==> src/rtl/sat_cnt.sv <==
// rtl/sat_cnt.sv - saturating counter; clear and increment together yield 1
module sat_cnt #(
  parameter int WIDTH = 8
) (
  input  logic             clk,
  input  logic             rst,
  input  logic             clr,
  input  logic             inc,
  output logic [WIDTH-1:0] cnt
);

  logic [WIDTH-1:0] cnt_q;
  logic [WIDTH-1:0] cnt_d;
  logic [WIDTH-1:0] base;

  always_comb begin
    base  = clr ? '0 : cnt_q;
    cnt_d = base;
    if (inc && (base != '1)) begin
      cnt_d = base + 1'b1;
    end
  end

  always_ff @(posedge clk or posedge rst) begin
    if (rst) begin
      cnt_q <= '0;
    end else begin
      cnt_q <= cnt_d;
    end
  end

  assign cnt = cnt_q;

endmodule

==> config.mk <==
export PLATFORM = sky130hd
export DESIGN_NAME = sat_cnt
export DESIGN_NICKNAME = d
export VERILOG_FILES = /design/src/rtl/sat_cnt.sv
export SDC_FILE = /design/constraint.sdc
export NUM_CORES = 1
export LEC_CHECK = 0
export CORE_AREA = 10 10 47 49
export DETAILED_ROUTE_END_ITERATION = 6
export DIE_AREA = 0 0 57 59
export GPL_TIMING_DRIVEN = 0
export PLACE_DENSITY = 0.62
export SLEW_MARGIN = 20
export SYNTH_ARGS = -nofsm -noshare
export SYNTH_HDL_FRONTEND = slang
export SYNTH_SLANG_ARGS = --single-unit
==> constraint.sdc <==
create_clock -name clk -period 2 [get_ports clk]
set_input_delay 0.4 -clock clk [delete_from_list [all_inputs] [get_ports clk]]
set_output_delay 0.4 -clock clk [all_outputs]
set_load 0.02 [all_outputs]
---- Yosys cells after proc, flatten, opt, wreduce, memory -nomap -nowiden ----
Index checks and enable logic that the tools add are counted.
Widths: inputs -> output; s select.
word-level totals
  bits in registers ....................... 8
  bits in read-only memories .............. 0
  RAM bits ................................ 0
  latch bits .............................. 0
  memories kept ........................... 0
  output and inout bits ................... 8
cells by class
  $add $sub $neg .......................... 1
  multiply operators ...................... 0
  bitwise gates (word level) .............. 0
  reductions and logical operators ........ 1
  multiplexer cells ....................... 2
  divide/modulo/power cells ............... 0
  magnitude comparators ................... 0
  equal/unequal tests ..................... 1
  shift-type cells ........................ 0
operator list
  kind                 number
  $mux 8               2
  $add 8x1->8 const B  1
  $ne 8x8->1 const B   1
  $logic_and 1x1->1    1

---- Logic depth before layout (Yosys ltp) ----
Gate-level depths: netlist (run 1).
  depth in word-level cells ............... 4
  gate-level depth with buffers ........... 4
  depth with buffers taken out ............ 3

---- Least setup slack after synthesis (run 1) ----
Ideal clock, no wire load.
  kind .................................... register -> register
  start ................................... register cnt_q[0] (netlist: cnt[0])
  end ..................................... register cnt_q[5] (netlist: cnt[5])
  cell stages (with the launch flop) ...... 4
  clock period less this slack ............ 1.236 ns
  library setup time ...................... 0.136 ns
  path slack .............................. 0.764 ns
  required time ........................... 1.864 ns
  path buffers ............................ 0
  arrival ................................. 1.100 ns
  path through ............................ dfrtp_1 nand4_4 o311ai_1 o41ai_1
between the ends
  longest elaborated chain between the ends .. 4
  elaborated cells on any way between the ends .. 5
  those cells by class .................... add/sub: 1; eq/ne: 1; mux: 2; reduce/logical: 1
RTL lines
  element                                                              line  RTL
  start: declaration                                                   12    logic [WIDTH-1:0] cnt_q;
  start signal: assignment                                             28    cnt_q <= cnt_d;
  $mux 8 *                                                             17    base = clr ? '0 : cnt_q;
  parallel branches: the longest is 2 deep, another holds $add 8x1->8  -
  $mux 8 *                                                             19    if (inc && (base != '1)) begin
  via cnt_d[5]                                                         13    logic [WIDTH-1:0] cnt_d;
Mark *: on every way through the listed nets, which the timed path passes.

---- Worst setup path after layout (run 1) ----
  start ................................... register cnt_q[0] (netlist: cnt[0])
  end ..................................... output port cnt[0]
RTL lines
  element           line  RTL
  end: declaration  9     output logic [WIDTH-1:0] cnt
No word-level cell between the ends.

==> results of run 1 <==
cells in the mapped netlist, drive strengths merged:
master	instances	area, um^2
dfrtp	8	200
and3b	1	10.0
inv	3	11.3
a211oi	2	20.0
nand2	2	7.51
nand3	1	5.00
nand4	2	27.5
nor2	1	3.75
nor3	3	15.0
o41ai	1	8.76
a31oi	3	18.8
buf	2	16.3
nor4	1	6.26
and4b	1	10.0
a21oi	5	25.0
and4	1	10.0
and3	2	13.8
o21bai	1	7.51
o311ai	1	8.76
cells by family after synthesis:
logic type,count (synthesis),share of synthesized area (%)
AND/OR/NAND/NOR,15,25.6
AO/OA/AOI/OAI,13,20.9
flip-flops,8,47.1
buffers and inverters,5,6.47
power groups by stage:
stage	logic [W]	clock network, W	registers, W
after floorplan	0.0000149	0	0.000184
final	0.0000391	0.000125	0.000177
after global placement	0.0000390	0	0.000180
after detailed placement	0.0000395	0	0.000180
after CTS	0.0000396	0.000131	0.000177
after global routing	0.0000427	0.000139	0.000178
layer usage:
layer | wire length, um | vias to the layer above | global-route usage, %
met4 | 17 | 0 | 4.03
met1 | 435 | 181 | 6.51
met5 | 0 | - | 0
met3 | 129 | 5 | 6.22
met2 | 412 | 15 | 9.15
li1 | - | 184 | -
metrics by stage:
stage / power [W] / cells
floorplan: 0.000199 / 41
global placement: 0.000219 / 67
detailed placement: 0.000220 / 67
CTS: 0.000347 / 70
global route: 0.000360 / 70
finish: 0.000341 / 70
placed cells by master (no fill, tap or decap):
cell             netlist  final
and4b_1                1      1
nor3_1                 3      3
nand2_1                2      2
and3b_2                1      1
and3_2                 1      1
a211oi_2               1      1
o21bai_1               1      1
and4_2                 1      1
a21oi_1                5      5
buf_2                  1      1
clkbuf_4               0      3
nor2_1                 1      1
a211oi_1               1      1
nand4_4                1      1
nand4_1                1      1
and3_1                 1      1
a31oi_1                3      3
dfrtp_1                8      8
o311ai_1               1      1
clkdlybuf4s50_1        0     10
inv_1                  3      3
nor4_1                 1      1
o41ai_1                1      1
nand3_1                1      1
buf_6                  1      1
path summary, 6_finish.rpt:
check / to / startpoint / slack (ns) / depth (start not counted)
max: cnt[0] / cnt[0] / 0.17 / 1
min: cnt[6] / clr / 0.34 / 2
max reg2reg: cnt[5] / cnt[0] / 0.77 / 3
min reg2reg: cnt[5] / cnt[5] / 0.50 / 1
max in group asynchronous: cnt[7] / rst / 1.37 / 2
min in group asynchronous: cnt[6] / rst / 0.39 / 2
cell type report:
type                    instances  area (um^2)  area share (%)
multi-input cells              28          198            34.8
clock buffers                   3         22.5            3.96
inverters                       3         11.3            1.98
repair buffers                 10          100            17.6
flip-flops and latches          8          200            35.2
well taps                      16         20.0            3.52
plain buffers                   2         16.3            2.86
==> results.sh, run 1 <==
export IMPL_outcome="completed"
export IMPL_comb_power_share_pct=11.4
export IMPL_cp_cell_sequence="clkdlybuf4s50_1"
export IMPL_post_place_ws_ns=0.222
export IMPL_ctsHoldBuffers=0
export IMPL_hold_class="in -> reg"
export IMPL_coreArea_mm2=0.00140
export IMPL_swShare_pct=25.6
export IMPL_dp_final_hpwl_um=704
export IMPL_grt_pass1_wl_um=1710
export IMPL_cts_resized=0
export IMPL_grt_use_total_pct=6.69
export IMPL_post_cts_buffers=0
export IMPL_cts_sinks=8
export IMPL_synthToLayoutAreaGrowth_pct=33.5
export IMPL_rsz0062_at_grt="false"
export IMPL_fin_crit_ns=1.83
export IMPL_finalHoldViolations=0
export IMPL_grt_max_degree=10
export IMPL_crit_slowest_cell="clkdlybuf4s50_1"
export IMPL_syn_cell_area_um2=425
export IMPL_drc=0
export IMPL_fin_crit_sh_pct=91.3
export IMPL_path_buf_inv=1
export IMPL_cp_end_kind="output pin"
export IMPL_ant_nets=0
export IMPL_hold_slack_ns=0.336
export IMPL_setup_slack_ns=0.175
export IMPL_critical_path_arrival_ns=1.43
export IMPL_slew_headroom_pct=78.7
export IMPL_crit_fanout=8
export IMPL_final_area_um2=568
export IMPL_fin_setup_tns_ns=0
export IMPL_ys_warn_count=0
export IMPL_crit_type="reg -> out"
export IMPL_grt_overflow_total=0
export IMPL_gp_congestion=0.640
export IMPL_netSwitchingPower_w=0.0000874
export IMPL_synth_nets=45
export IMPL_power_frac_seq_pct=52.0
export IMPL_critPathMaxStageDelay_ns=0.67
export IMPL_synth_distinct_cells=23
export IMPL_io_pin_count=12
export IMPL_wire_per_inst_um=14.2
export IMPL_die_height_um=59
export IMPL_worst_pin_slew_ns=0.320
export IMPL_cpLargestDelayFamily="buffers and inverters"
export IMPL_die_w_um=57
export IMPL_die_area_mm2=0.00336
export IMPL_clk_path_buf_depth=2
export IMPL_final_core_util_pct=40.5
export IMPL_vias=385
export IMPL_clkSlewWorstSetupHoldPaths_ns=0.06
export IMPL_cap_violations=0
export IMPL_largest_reg_flops=8
export IMPL_cts_max_level=1
export IMPL_antenna_found_initial=0
export IMPL_first_pass_iters=4
export IMPL_diodes=0
export IMPL_layout_nets=60
export IMPL_cts_tree="yes"
export IMPL_cts_root_buffer="clkbuf_4"
export IMPL_syn_inst=41
export IMPL_syn_avg_cell_area_um2=10.4
export IMPL_fin_worst_skew_ns=0.00544
export IMPL_pwr_share_clk_pct=36.6
export IMPL_grt_pass1_vias=386
export IMPL_finalMaxSlewViolations=0
export IMPL_dpl_cell_area_um2=546
export IMPL_wl_um=994
export IMPL_p_leak_nw=0.239
export IMPL_setup_violations=0
export IMPL_power_internal_w=0.000254
export IMPL_synth_yosys_seq_area_share_pct=47.1
export IMPL_cts_buffers=3
export IMPL_port_buffers=10
export IMPL_power_density_mw_per_mm2=601
export IMPL_cp_required_ns=1.60
export IMPL_cp_start_kind="flop"
export IMPL_fillCellCount=152
export IMPL_initial_core_util_pct=30.4
export IMPL_via_per_inst=5.50
export IMPL_clock_latency_ns=0.26
export IMPL_drive_above_1_share_pct=18.5
export IMPL_synth_seq_cells=8
export IMPL_rows=14
export IMPL_drt_iter0_drc=12
export IMPL_ir_drop_mv=0.326
export IMPL_max_clock_freq_mhz=548
(Power assumes the default switching activity.)
==> inputs of run 2 (changes only) <==
clock period = 2.2 ns   (was 2 ns; I/O delays follow)
==> results of run 2 <==
Same layout as run 1 (identical final DEF). Status: completed.
Main changes from that run: setup slack after placement 0.222 ns -> 0.382 ns; setup slack after layout 0.175 ns -> 0.335 ns; hold slack 0.336 ns -> 0.376 ns; register-to-register setup slack 0.77 ns -> 0.97 ns; total power 0.000341 W -> 0.000310 W; worst IR drop on VDD 0.326 mV -> 0.296 mV
==> inputs of run 3 (changes only) <==
PLACE_DENSITY = 0.64   (was 0.62)
clock period = 1.6 ns   (was 2.2 ns; I/O delays follow)
==> results.sh, run 3 (same netlist as run 1, synthesis figures left out) <==
export IMPL_outcome="completed"
export IMPL_numPlacedInstances=67
export IMPL_die_w_um=57
export IMPL_grt_max_degree=10
export IMPL_cap_violations=0
export IMPL_cp_end_kind="flop"
export IMPL_via_per_inst=5.33
export IMPL_path_buf_inv=1
export IMPL_cp_cell_sequence="clkdlybuf4s50_1 -> nand4_4 -> o311ai_1 -> o41ai_1"
export IMPL_largest_reg_flops=8
export IMPL_pwr_share_clk_pct=36.9
export IMPL_coreArea_mm2=0.00140
export IMPL_crit_cells=4
export IMPL_clk_path_buf_depth=2
export IMPL_vias=373
export IMPL_hold_depth=2
export IMPL_drc=0
export IMPL_mostFrequentLayoutCell="dfrtp_1"
export IMPL_fillCellCount=157
export IMPL_critical_path_arrival_ns=1.57
export IMPL_startpoint="inc"
export IMPL_cts_sinks=8
export IMPL_reg2reg_from="cnt[0]"
export IMPL_power_frac_seq_pct=52.5
export IMPL_crit_type="in -> reg"
export IMPL_cts_buffers=3
export IMPL_final_cell_mix="8 x dfrtp_1, 6 x dlygate4sd2_1, 5 x a21oi_1"
export IMPL_comb_power_share_pct=10.7
export IMPL_cts_tree="yes"
export IMPL_dp_final_hpwl_um=756
export IMPL_final_core_util_pct=40.4
export IMPL_grt_use_total_pct=6.73
export IMPL_slew_headroom_pct=78.5
export IMPL_post_cts_buffers=0
export IMPL_fin_worst_skew_ns=0.00294
export IMPL_finalHoldViolations=0
export IMPL_rows=14
export IMPL_ctsHoldBuffers=0
export IMPL_wl_um=1020
export IMPL_layout_nets=60
export IMPL_diodes=0
export IMPL_instances_no_fill=70
export IMPL_antenna_found_initial=0
export IMPL_synthToLayoutAreaGrowth_pct=32.9
export IMPL_port_buffers=10
export IMPL_swShare_pct=25.8
export IMPL_cpLargestDelayFamily="buffers and inverters"
export IMPL_cp_start_kind="input port"
export IMPL_hold_slack_ns=0.255
export IMPL_gp_congestion=0.661
export IMPL_first_pass_iters=2
export IMPL_ir_drop_mv=0.310
export IMPL_worst_r2r_cell_count=3
export IMPL_cts_max_level=1
export IMPL_fin_crit_ns=1.45
export IMPL_grt_overflow_total=0
export IMPL_hold_class="in -> reg"
export IMPL_die_area_mm2=0.00336
export IMPL_drt_iter0_drc=1
export IMPL_crit_slowest_cell="clkdlybuf4s50_1"
export IMPL_die_height_um=59
export IMPL_cp_required_ns=1.72
export IMPL_grt_pass1_wl_um=1750
export IMPL_max_clock_freq_mhz=689
export IMPL_drive_above_1_share_pct=18.5
export IMPL_initial_core_util_pct=30.4
export IMPL_netSwitchingPower_w=0.000109
export IMPL_clock_latency_ns=0.25
export IMPL_cts_root_buffer="clkbuf_4"
export IMPL_clkSlewWorstSetupHoldPaths_ns=0.06
export IMPL_wire_per_inst_um=14.6
export IMPL_fin_crit_sh_pct=90.8
export IMPL_power_density_mw_per_mm2=747
export IMPL_ant_nets=0
export IMPL_crit_fanout=7
export IMPL_rsz0062_at_grt="false"
export IMPL_setup_violations=0
export IMPL_worst_pin_slew_ns=0.322
export IMPL_io_pin_count=12
export IMPL_hp_start="clr"
export IMPL_p_leak_nw=0.300
export IMPL_power_internal_w=0.000313
export IMPL_critPathMaxStageDelay_ns=0.65
export IMPL_finalMaxSlewViolations=0
export IMPL_grt_pass1_vias=398
==> run 3: area by class of cell <==
type / count / area [um^2] / area share, %
flip-flops and latches: 8 / 200 / 35.4
multi-input cells: 28 / 198 / 35.0
repair buffers: 10 / 97.6 / 17.3
clock buffers: 3 / 22.5 / 3.98
well taps: 16 / 20.0 / 3.54
plain buffers: 2 / 16.3 / 2.88
inverters: 3 / 11.3 / 1.99
==> run 3: layer usage <==
metal,up-vias,GRT usage [%],wire (um)
li1,188,-,-
met1,174,7.46,461
met2,9,9.46,455
met3,2,3.65,93
met4,0,5.03,12
met5,-,0,0
==> run 3: repair_timing <==
action	CTS	global route
gates resized for setup	6	2
setup endpoints to repair	6	2
endpoints found under the hold margin	0	0
==> run 3: metrics by stage <==
step / area, um^2 / power (W) / TNS (ns) / setup WS, ns
floorplan: 425 / 0.000249 / 0 / 0.364
global placement: 546 / 0.000273 / -0.0779 / -0.0779
detailed placement: 546 / 0.000275 / -0.135 / -0.110
CTS: 561 / 0.000430 / 0 / 0.0187
global route: 566 / 0.000444 / 0 / 0.0426
finish: 566 / 0.000422 / 0 / 0.148
==> run 3: power groups by stage <==
stage,Clock (W),Sequential (W),Combinational (W)
finish,0.000156,0.000222,0.0000450
global route,0.000171,0.000223,0.0000508
CTS,0.000162,0.000221,0.0000462
detailed placement,0,0.000225,0.0000500
global placement,0,0.000225,0.0000486
floorplan,0,0.000230,0.0000186
==> run 3: worst paths after layout <==
| check | to | slack [ns] |
|---|---|---|
| setup / recovery | cnt[5] | 0.15 |
| hold / removal | cnt[7] | 0.26 |
| setup reg to reg | cnt[5] | 0.37 |
| hold reg to reg | cnt[5] | 0.50 |
| max in group asynchronous | cnt[0] | 1.04 |
| min in group asynchronous | cnt[3] | 0.32 |
